## config.mk

```make
export PLATFORM = sky130hd
export DESIGN_NAME = if_fetch
export DESIGN_NICKNAME = d
export VERILOG_FILES = /design/src/rtl/if_fetch.sv
export SDC_FILE = /design/constraint.sdc
export NUM_CORES = 1
export LEC_CHECK = 0
export BUFFER_PORTS_ARGS = -buffer_cell sky130_fd_sc_hd__buf_2
export CORE_MARGIN = 2
export CORE_UTILIZATION = 25
export CTS_CLUSTER_DIAMETER = 80
export DETAILED_ROUTE_END_ITERATION = 16
export SLEW_MARGIN = 20
export SYNTH_ARGS = -nofsm -noshare
export SYNTH_HDL_FRONTEND = slang
export SYNTH_SLANG_ARGS = --single-unit
```

## constraint.sdc

```tcl
create_clock -name clk -period 3.5 [get_ports clk]
set_input_delay 0.175 -clock clk [delete_from_list [all_inputs] [get_ports clk]]
set_output_delay 0.175 -clock clk [all_outputs]
set_load 0.01 [all_outputs]
```

## src/rtl/if_fetch.sv

```systemverilog
// Instruction-fetch stage: owns the PC, keeps at most one imem request outstanding and
// delivers {ins, pc_out, ins_valid} to IF/ID, with a 1-entry skid buffer for stalled responses.
module if_fetch #(
    parameter int                     WordSize = 32,
    parameter logic [WordSize-1:0]    ResetPC  = '0
) (
    input  logic                clk,
    input  logic                rstn,
    input  logic                stall,
    input  logic                branch_taken,
    input  logic [WordSize-1:0] branch_target,
    output logic                imem_req,
    output logic [WordSize-1:0] imem_addr,
    input  logic                imem_gnt,
    input  logic                imem_rvalid,
    input  logic [31:0]         imem_rdata,
    output logic [31:0]         ins,
    output logic [WordSize-1:0] pc_out,
    output logic                ins_valid,
    output logic [1:0]          state_dbg
);

    // Handshakes: a request transfers when imem_req && imem_gnt; imem_rvalid is a one-cycle
    // data strobe with no backpressure; a word transfers to IF/ID when ins_valid && !stall.
    typedef enum logic [1:0] {IDLE, FETCH, WAIT, HOLD} state_t;

    localparam logic [WordSize-1:0] PcStep    = WordSize'(4);
    localparam logic [WordSize-1:0] AlignMask = ~WordSize'(3);

    state_t              state, state_n;
    logic [WordSize-1:0] pc, pc_n;
    logic [WordSize-1:0] inflight_pc, inflight_pc_n;
    logic                squash, squash_n;
    logic [31:0]         skid_ins, skid_ins_n;
    logic [WordSize-1:0] skid_pc, skid_pc_n;
    logic                skid_valid, skid_valid_n;
    logic [31:0]         ins_n;
    logic [WordSize-1:0] pc_out_n;
    logic                ins_valid_n;

    always_ff @(posedge clk or negedge rstn) begin
        if (!rstn) begin
            state       <= IDLE;
            pc          <= ResetPC;
            inflight_pc <= '0;
            squash      <= 1'b0;
            skid_ins    <= '0;
            skid_pc     <= '0;
            skid_valid  <= 1'b0;
            ins         <= '0;
            pc_out      <= '0;
            ins_valid   <= 1'b0;
        end else begin
            state       <= state_n;
            pc          <= pc_n;
            inflight_pc <= inflight_pc_n;
            squash      <= squash_n;
            skid_ins    <= skid_ins_n;
            skid_pc     <= skid_pc_n;
            skid_valid  <= skid_valid_n;
            ins         <= ins_n;
            pc_out      <= pc_out_n;
            ins_valid   <= ins_valid_n;
        end
    end

    always_comb begin
        state_n       = state;
        pc_n          = pc;
        inflight_pc_n = inflight_pc;
        squash_n      = squash;
        skid_ins_n    = skid_ins;
        skid_pc_n     = skid_pc;
        skid_valid_n  = skid_valid;
        ins_n         = ins;
        pc_out_n      = pc_out;
        ins_valid_n   = ins_valid;
        imem_req      = 1'b0;

        if (ins_valid && !stall) begin
            ins_valid_n = 1'b0;
        end

        case (state)
            IDLE: state_n = FETCH;
            FETCH: begin
                imem_req = 1'b1;
                if (imem_gnt) begin
                    inflight_pc_n = pc;
                    pc_n          = pc + PcStep;
                    state_n       = WAIT;
                end
            end
            WAIT: begin
                if (imem_rvalid) begin
                    if (squash) begin
                        squash_n = 1'b0;
                        state_n  = FETCH;
                    end else if (!ins_valid || !stall) begin
                        ins_n       = imem_rdata;
                        pc_out_n    = inflight_pc;
                        ins_valid_n = 1'b1;
                        state_n     = FETCH;
                    end else begin
                        skid_ins_n   = imem_rdata;
                        skid_pc_n    = inflight_pc;
                        skid_valid_n = 1'b1;
                        state_n      = HOLD;
                    end
                end
            end
            HOLD: begin
                if (!stall) begin
                    ins_n        = skid_ins;
                    pc_out_n     = skid_pc;
                    ins_valid_n  = 1'b1;
                    skid_valid_n = 1'b0;
                    state_n      = FETCH;
                end
            end
            default: state_n = IDLE;
        endcase

        // Redirect overrides everything above; a granted-but-unanswered request gets squashed.
        if (branch_taken) begin
            pc_n         = branch_target & AlignMask;
            ins_n        = ins;
            pc_out_n     = pc_out;
            ins_valid_n  = 1'b0;
            skid_valid_n = 1'b0;
            case (state)
                FETCH: begin
                    squash_n = imem_gnt;
                    state_n  = imem_gnt ? WAIT : FETCH;
                end
                WAIT: begin
                    squash_n = !imem_rvalid;
                    state_n  = imem_rvalid ? FETCH : WAIT;
                end
                default: state_n = FETCH;
            endcase
        end
    end

    assign imem_addr = pc;
    assign state_dbg = state;

endmodule

```

-- Word-level counts from Yosys, hierarchy flattened
Cells that the tools add are included.
- flip-flop bits (word level): 196
- input port bits: 70
- word-level logic and storage cells: 72
- $add $sub $neg: 1
- equal/unequal tests: 10
- muxes and demuxes: 35
- bitwise gates (word level): 3
- reduce and logical (&&, ||, !) cells: 14
- operators by type and width (kind ; number):
    two-way mux 32 bit ; 11
    case mux 32 bit (2 select lines) ; 2
    adder 32 x 3 -> 32 bit (second input constant) ; 1
    two-way mux 2 bit ; 8
    two-way mux 1 bit ; 10
    != test 3 bit (second input constant) ; 3
    != test 2 bit (second input constant) ; 4
    case mux 2 bit (4 select lines) ; 1
    AND reduction 6 bit ; 1
    nonzero test 2 bit ; 3
    equality test 2 bit (second input constant) ; 2
    case mux 1 bit (2 select lines) ; 2
    case mux 2 bit (2 select lines) ; 1
    AND reduction 2 bit ; 2
    AND reduction 4 bit ; 1
    logical NOT 1 bit ; 3
    inverter 1 bit ; 3
    AND reduction 3 bit ; 1
    equality test 2 x 1 -> 1 bit (second input constant) ; 1
    logical NOT 2 bit ; 1
    logical AND 1 bit ; 1
    logical OR 1 bit ; 1

-- Logic depth before layout (Yosys ltp)
Gate-level depths: netlist (run 1).
- depth after elaboration: 8
- depth in mapped cells: 8
- gate-level depth less buffers: 6

-- Worst setup path after synthesis (run 1)
Ideal clock, no wire load.
- kind: flip-flop to flip-flop
- start: register state[1] (netlist: state_dbg[1])
- end: register pc[27] (netlist: imem_addr[27])
- setup time: 0.082 ns
- data arrival time: 2.105 ns
- required time: 3.418 ns
- slack: 1.314 ns
- cell stages (with the launch flop): 7
- cell sequence: dfrtp_1 > inv_1 > ha_1 > nand2_1 > or4_4 > or4_1 > a31oi_1
- longest elaborated chain between the ends: 3
- ends and longest elaborated chain (what ; RTL line ; RTL):
    start, declared ; 30 ; state_t state, state_n;
    start signal, assigned ; 54 ; state <= state_n;
    equality test 2 x 1 -> 1 bit ; 84 ; case (state)
    nonzero test 2 bit (no line) ; n/a ;
    AND reduction 2 bit (no line) ; n/a ;
    end signal, assigned ; 44 ; pc <= ResetPC;
    end signal, assigned ; 55 ; pc <= pc_n;
    end, declared ; 31 ; logic [WordSize-1:0] pc, pc_n;
Every way passes these cells.
A chain may end at the register's enable or synchronous reset.

-- Worst setup path in the final report (run 1)
- start: register state[1] (netlist: state_dbg[1])
- end: register pc[19] (netlist: imem_addr[19])
Same word-level chain as after synthesis.

==> flow_metrics.py, run 1 <==
metrics = {
    "yosys": {
        "yosys_register_bits": 188,
        "syn_avg_cell_area_um2": 12.2,
        "yosysWarnings": 0,
        "seq_area_frac_synth_pct": 55.3,
        "synth_flop_cell": "dfrtp_1",
        "synth_edf_count": 0,
        "async_flop_share_pct": 100,
        "netlist_instances": 700,
        "syn-cell-area_um2": 8510,
        "synth_cell_types": 36,
    },
    "power": {
        "vdd_drop_max_v": 0.000397,
        "power_leakage_nw": 5.11,
        "powerDensity_nw_per_um2": 703,
    },
    "global_route": {
        "grt_usage_pct": 12.9,
        "grt_max_degree": 89,
        "grt_first_pass_wirelength_um": 35500,
        "grt_pass1_vias": 6415,
        "antenna_found_initial": 1,
        "overflow": 0,
    },
    "sta": {
        "finalSetupViolCount": 0,
        "rsz0062_at_grt": "no",
        "maxSlewHeadroom_pct": 44.6,
        "report.final.slew_viol_count": 0,
        "finalClockSkew_ns": 0.0141,
        "fin_crit_ns": 2.74,
        "finalHoldViolations": 0,
        "setup_tns_ns": 0,
        "clock.fmax_ghz": 0.365,
        "tightest_slew_ns": 0.831,
        "finalCritPeriodShare_pct": 78.3,
    },
    "floorplan": {
        "start_util_pct": 25.4,
        "dieArea_um2": 35500,
        "die-height_um": 189,
        "placementRows": 67,
        "coreArea_um2": 33500,
        "io_pins": 170,
        "fp.dieW_um": 189,
    },
    "cells_and_area": {
        "drive_above_1_share_pct": 43.4,
        "fin_nets": 988,
        "fin_area_um2": 11000,
        "final_cells": 1375,
        "area_delta_synth_final_pct": 29.6,
        "fillers": 3432,
    },
    "clocking": {
        "cts_repair_resize_count": 0,
        "cts.sinks": 188,
        "clk_pin_slew_ns": 0.08,
        "clk_path_buf_depth": 2,
        "root_buffer": "clkbuf_16",
        "worstSkewPairLatency_ns": 0.44,
        "h-tree-depth": 4,
        "numCtsBuffers": 17,
        "cts_tree": "built",
    },
    "outcome": {
        "status": "completed",
    },
    "setup_path": {
        "cp-startpoint": "state_dbg[1]",
        "crit_path_start_kind": "flop",
        "required_ns": 3.86,
        "r2r-start": "state_dbg[1]",
        "critPathArrivalTime_ns": 3.11,
        "crit_type": "reg2reg",
        "crit_path_max_fanout": 14,
        "critPathCaptureType": "flop",
    },
    "detailed_routing": {
        "drt_first_iter_violations": 225,
        "wirelength_um": 22200,
        "routedWlPerCell_um": 16.2,
        "first_pass_iters": 4,
        "via_per_inst": 4.46,
        "antenna_left": 0,
        "vias": 6134,
        "drc": 0,
    },
    "placement": {
        "placed_area_um2": 9850,
        "portBuffers": 163,
        "place_inst": 1282,
        "dp.final_hpwl_um": 14700,
        "place.gp.congestion": 0.760,
    },
    "hold_path": {
        "hold_start": "branch_target[21]",
        "hold_class": "in2reg",
    },
    "flow_run": {
        "max_cap_violations": 0,
    },
}
kinds of logic after synthesis:
| family | share of synthesized area, % |
|---|---|
| fa+ha+maj | 0.735 |
| compound gates | 3.82 |
| mux | 25.1 |
| buf+inv | 2.54 |
| simple gates | 11.1 |
| other cells | 0.0441 |
| xor+xnor | 1.34 |
| flops | 55.3 |
final cells by class:
cell class / instances / area, um^2 / share of cell area (%)
Clock buffer: 18 / 429 / 3.89
Clock inverter: 14 / 145 / 1.32
Inverter: 5 / 18.8 / 0.170
Tap cell: 448 / 561 / 5.08
Sequential cell: 188 / 4700 / 42.7
Multi-Input combinational cell: 466 / 3630 / 32.9
Timing Repair Buffer: 235 / 1540 / 14.0
Antenna cell: 1 / 2.50 / 0.0227
synthesized netlist by cell type (all sizes together) (2+ instances only):
master	n	share of area (%)
dfrtp	188	55
mux2	188	25
nand2	116	5.1
o21ai	25	1.5
clkbuf	23	1.0
buf	21	1.3
nor2	20	0.88
a31oi	19	1.4
nand3	13	0.76
or4	10	0.93
o31ai	9	0.79
or3	9	0.66
xnor2	8	0.82
nand4	7	0.76
and4	6	0.62
ha	5	0.74
inv	5	0.22
xor2	5	0.51
nor4	4	0.29
and2	3	0.22
nand2b	3	0.22
nand4b	3	0.31
mux2i	2	0.24
nor3	2	0.12
layer usage:
metal | part of all wire (%) | routed length (um) | GRT usage (%) | vias to the layer above
met4 | 1.4 | 320 | 4.15 | 0
met1 | 46 | 10100 | 16.6 | 3056
met2 | 47 | 10500 | 20.9 | 158
met5 | 0 | 0 | 0 | -
met3 | 5.7 | 1260 | 3.54 | 21
li1 | - | - | - | 2899
placed cells by master (no fill, tap or decap), types with 3 or more instances in the layout:
master and instances:
or4_1 9, clkinvlp_4 4, nor4_1 4, nor2_1 18
clkinv_2 4, o21ai_0 25, mux2_2 188, a31oi_1 19
nand3_1 13, and4_1 6, and2_1 3, nand2b_1 3
conb_1 4, clkbuf_16 17, xnor2_1 8, dfrtp_1 188
dlygate4sd3_1 60, ha_1 4, o31ai_1 9, or3_1 9
xor2_1 5, inv_1 4, nand4b_1 3, buf_2 162
nand4_1 5, buf_4 10, nand2_1 116
power breakdown:
part	total [mW]	internal [mW]	switching [mW]
logic	2.51	1.30	1.21
registers	3.31	2.87	0.440
clock network	1.93	1.05	0.881
sequential cells by signal, indices dropped and copies added, names as in the netlist:
| register | flops |
|---|---|
| ins | 32 |
| squash | 1 |
| state_dbg | 2 |
| skid_ins | 32 |
| skid_pc | 30 |
| inflight_pc | 30 |
| pc_out | 30 |
| ins_valid | 1 |
| imem_addr | 30 |
worst paths after layout:
kind | endpoint | slack (ns) | cells past startpoint
setup / recovery | imem_addr[19] | 0.76 | 6
max in group asynchronous | skid_ins[9] | 2.10 | 3
min in group asynchronous | skid_ins[26] | 0.37 | 2
hold / removal | imem_addr[21] | 0.02 | 3
hold reg to reg | inflight_pc[24] | 0.49 | 2
setup reg to reg | imem_addr[19] | 0.76 | 6
metrics by stage:
step	hold WS (ns)	utilization, %	total power [mW]	setup slack, ns
finish	0.0192	32.9	7.76	0.758
global route	0.00540	32.9	8.29	0.591
CTS	0.00161	32.9	7.89	0.729
detailed placement	0.317	29.4	5.86	0.756
global placement	0.308	29.4	5.78	0.787
floorplan	-0.121	-	4.86	1.31
worst max-delay path, stage by stage (launching register included):
cell and delay (ns):
dfrtp_1 0.45, inv_1 0.11, ha_1 0.29, nand2_1 0.38
or3_1 0.70, or4_1 0.57, a31oi_1 0.17
repair_timing:
action | 4_1_cts | 5_1_grt
buffers inserted | 0 | 0
hold endpoints to repair | 144 | 1
hold buffers | 59 | 1
No activity file was read; power rests on OpenSTA's default activity.
==> run 2: changes to the inputs <==
Clock period 3.5 ns to 2.25 ns, I/O delays scaled along.
==> flow_metrics.py, run 2 (synthesis gave the netlist of run 1 again) <==
metrics = {
    "outcome": {
        "status": "completed",
    },
    "clocking": {
        "clk_pin_slew_ns": 0.08,
        "worstSkewPairLatency_ns": 0.45,
        "root_buffer": "clkbuf_16",
        "cts.sinks": 188,
        "clk_path_buf_depth": 2,
        "h-tree-depth": 4,
        "cts_tree": "built",
        "post_cts_buffers": 0,
        "numCtsBuffers": 17,
    },
    "power": {
        "vdd_drop_max_v": 0.000652,
        "power_leakage_nw": 5.31,
        "finalPower_mw": 12.2,
        "powerDensity_nw_per_um2": 1070,
    },
    "detailed_routing": {
        "drt_first_iter_violations": 233,
        "routedWlPerCell_um": 15.9,
        "wirelength_um": 22500,
        "via_per_inst": 4.43,
        "drc": 0,
        "first_pass_iters": 4,
        "antenna_left": 0,
        "vias": 6251,
    },
    "floorplan": {
        "io_pins": 170,
        "start_util_pct": 25.4,
        "placementRows": 67,
        "dieArea_um2": 35500,
        "fp.dieW_um": 189,
        "coreArea_um2": 33500,
        "die-height_um": 189,
    },
    "sta": {
        "fin_crit_ns": 2.10,
        "rsz0062_at_grt": "yes",
        "report.final.slew_viol_count": 0,
        "clock.fmax_ghz": 0.476,
        "whs_ns": 0.132,
        "finalClockSkew_ns": 0.0128,
        "finalCritPeriodShare_pct": 93.3,
        "finalSetupViolCount": 0,
        "finalHoldViolations": 0,
    },
    "placement": {
        "place_inst": 1314,
        "dp.final_hpwl_um": 15600,
        "place.gp.congestion": 0.778,
        "portBuffers": 163,
        "placed_area_um2": 10200,
    },
    "setup_path": {
        "crit_type": "reg2reg",
        "r2r_cells": 7,
        "required_ns": 2.58,
        "crit_path_max_fanout": 9,
        "critPathCaptureType": "flop",
        "crit_path_start_kind": "flop",
        "critPathArrivalTime_ns": 2.43,
    },
    "cells_and_area": {
        "fin_nets": 1025,
        "top_regs": "ins x32, skid_ins x32",
        "area_delta_synth_final_pct": 33.9,
        "drive_above_1_share_pct": 45.6,
        "fin_area_um2": 11400,
        "mostFrequentLayoutCells": "mux2_2, dfrtp_1, buf_2, nand2_1, dlygate4sd3_1",
        "final_cells": 1412,
    },
    "global_route": {
        "grt_pass1_vias": 6492,
        "grt_max_degree": 62,
        "overflow": 0,
        "grt_usage_pct": 13.1,
        "grt_first_pass_wirelength_um": 36100,
        "antenna_found_initial": 1,
    },
    "hold_path": {
        "min_path_cells": 5,
        "hold_class": "in2reg",
    },
    "flow_run": {
        "max_cap_violations": 0,
    },
}
-- run 2: final cells by class --
cell class / count / area, um^2
fillers: 3379 / 22100
flip-flops and latches: 188 / 4700
multi-input cells: 466 / 3640
repair buffers: 272 / 1890
well taps: 448 / 561
clock buffers: 17 / 425
clock inverters: 15 / 153
inverters: 5 / 18.8
diodes: 1 / 2.50
-- run 2: per-layer routing --
layer | track usage (%) | part of all wire, %
met2 | 21.5 | 48
met4 | 4.48 | 1.7
met1 | 16.8 | 46
met5 | 0 | 0
met3 | 3.41 | 5.1
-- run 2: timing repair --
item,4_1_cts,5_1_grt
hold buffers,65,0
setup endpoints to repair,0,33
hold endpoints to repair,114,0
resized for setup,0,4
-- run 2: stage by stage --
stage          setup slack (ns)  util [%]  TNS, ns
6_report                  0.151      34.0        0
5_1_grt                -0.00739      34.0  -0.0150
4_1_cts                  0.0100      33.9        0
3_5_place_dp             0.0347      30.3        0
3_3_place_gp             0.0775      30.3        0
2_1_floorplan            0.0635         -        0
-- run 2: path summary, 6_finish.rpt --
path                              startpoint          end  slack, ns
worst max-delay path            state_dbg[0]  skid_pc[13]       0.15
worst min-delay path            branch_taken       squash       0.13
worst max register to register  state_dbg[0]  skid_pc[13]       0.15
worst min register to register       ins[12]      ins[12]       0.50
max in group asynchronous               rstn       ins[0]       1.30
min in group asynchronous               rstn  skid_pc[27]       0.21
-- run 2: critical path: stages, from the launching register on --
cell and delay (ns):
dfrtp_1 0.42, inv_1 0.08, ha_1 0.22, nand2_1 0.11, or2_2 0.32, nor2_4 0.22
buf_4 0.26, mux2_2 0.35
-- run 2: where the power goes --
| part | total, mW | leakage (nW) | internal, mW | switching (mW) |
|---|---|---|---|---|
| clock | 3.03 | 0.283 | 1.57 | 1.46 |
| combinational | 4.13 | 2.62 | 2.14 | 1.98 |
| sequential | 5.09 | 2.40 | 4.47 | 0.620 |
| total | 12.2 | 5.31 | 8.18 | 4.06 |
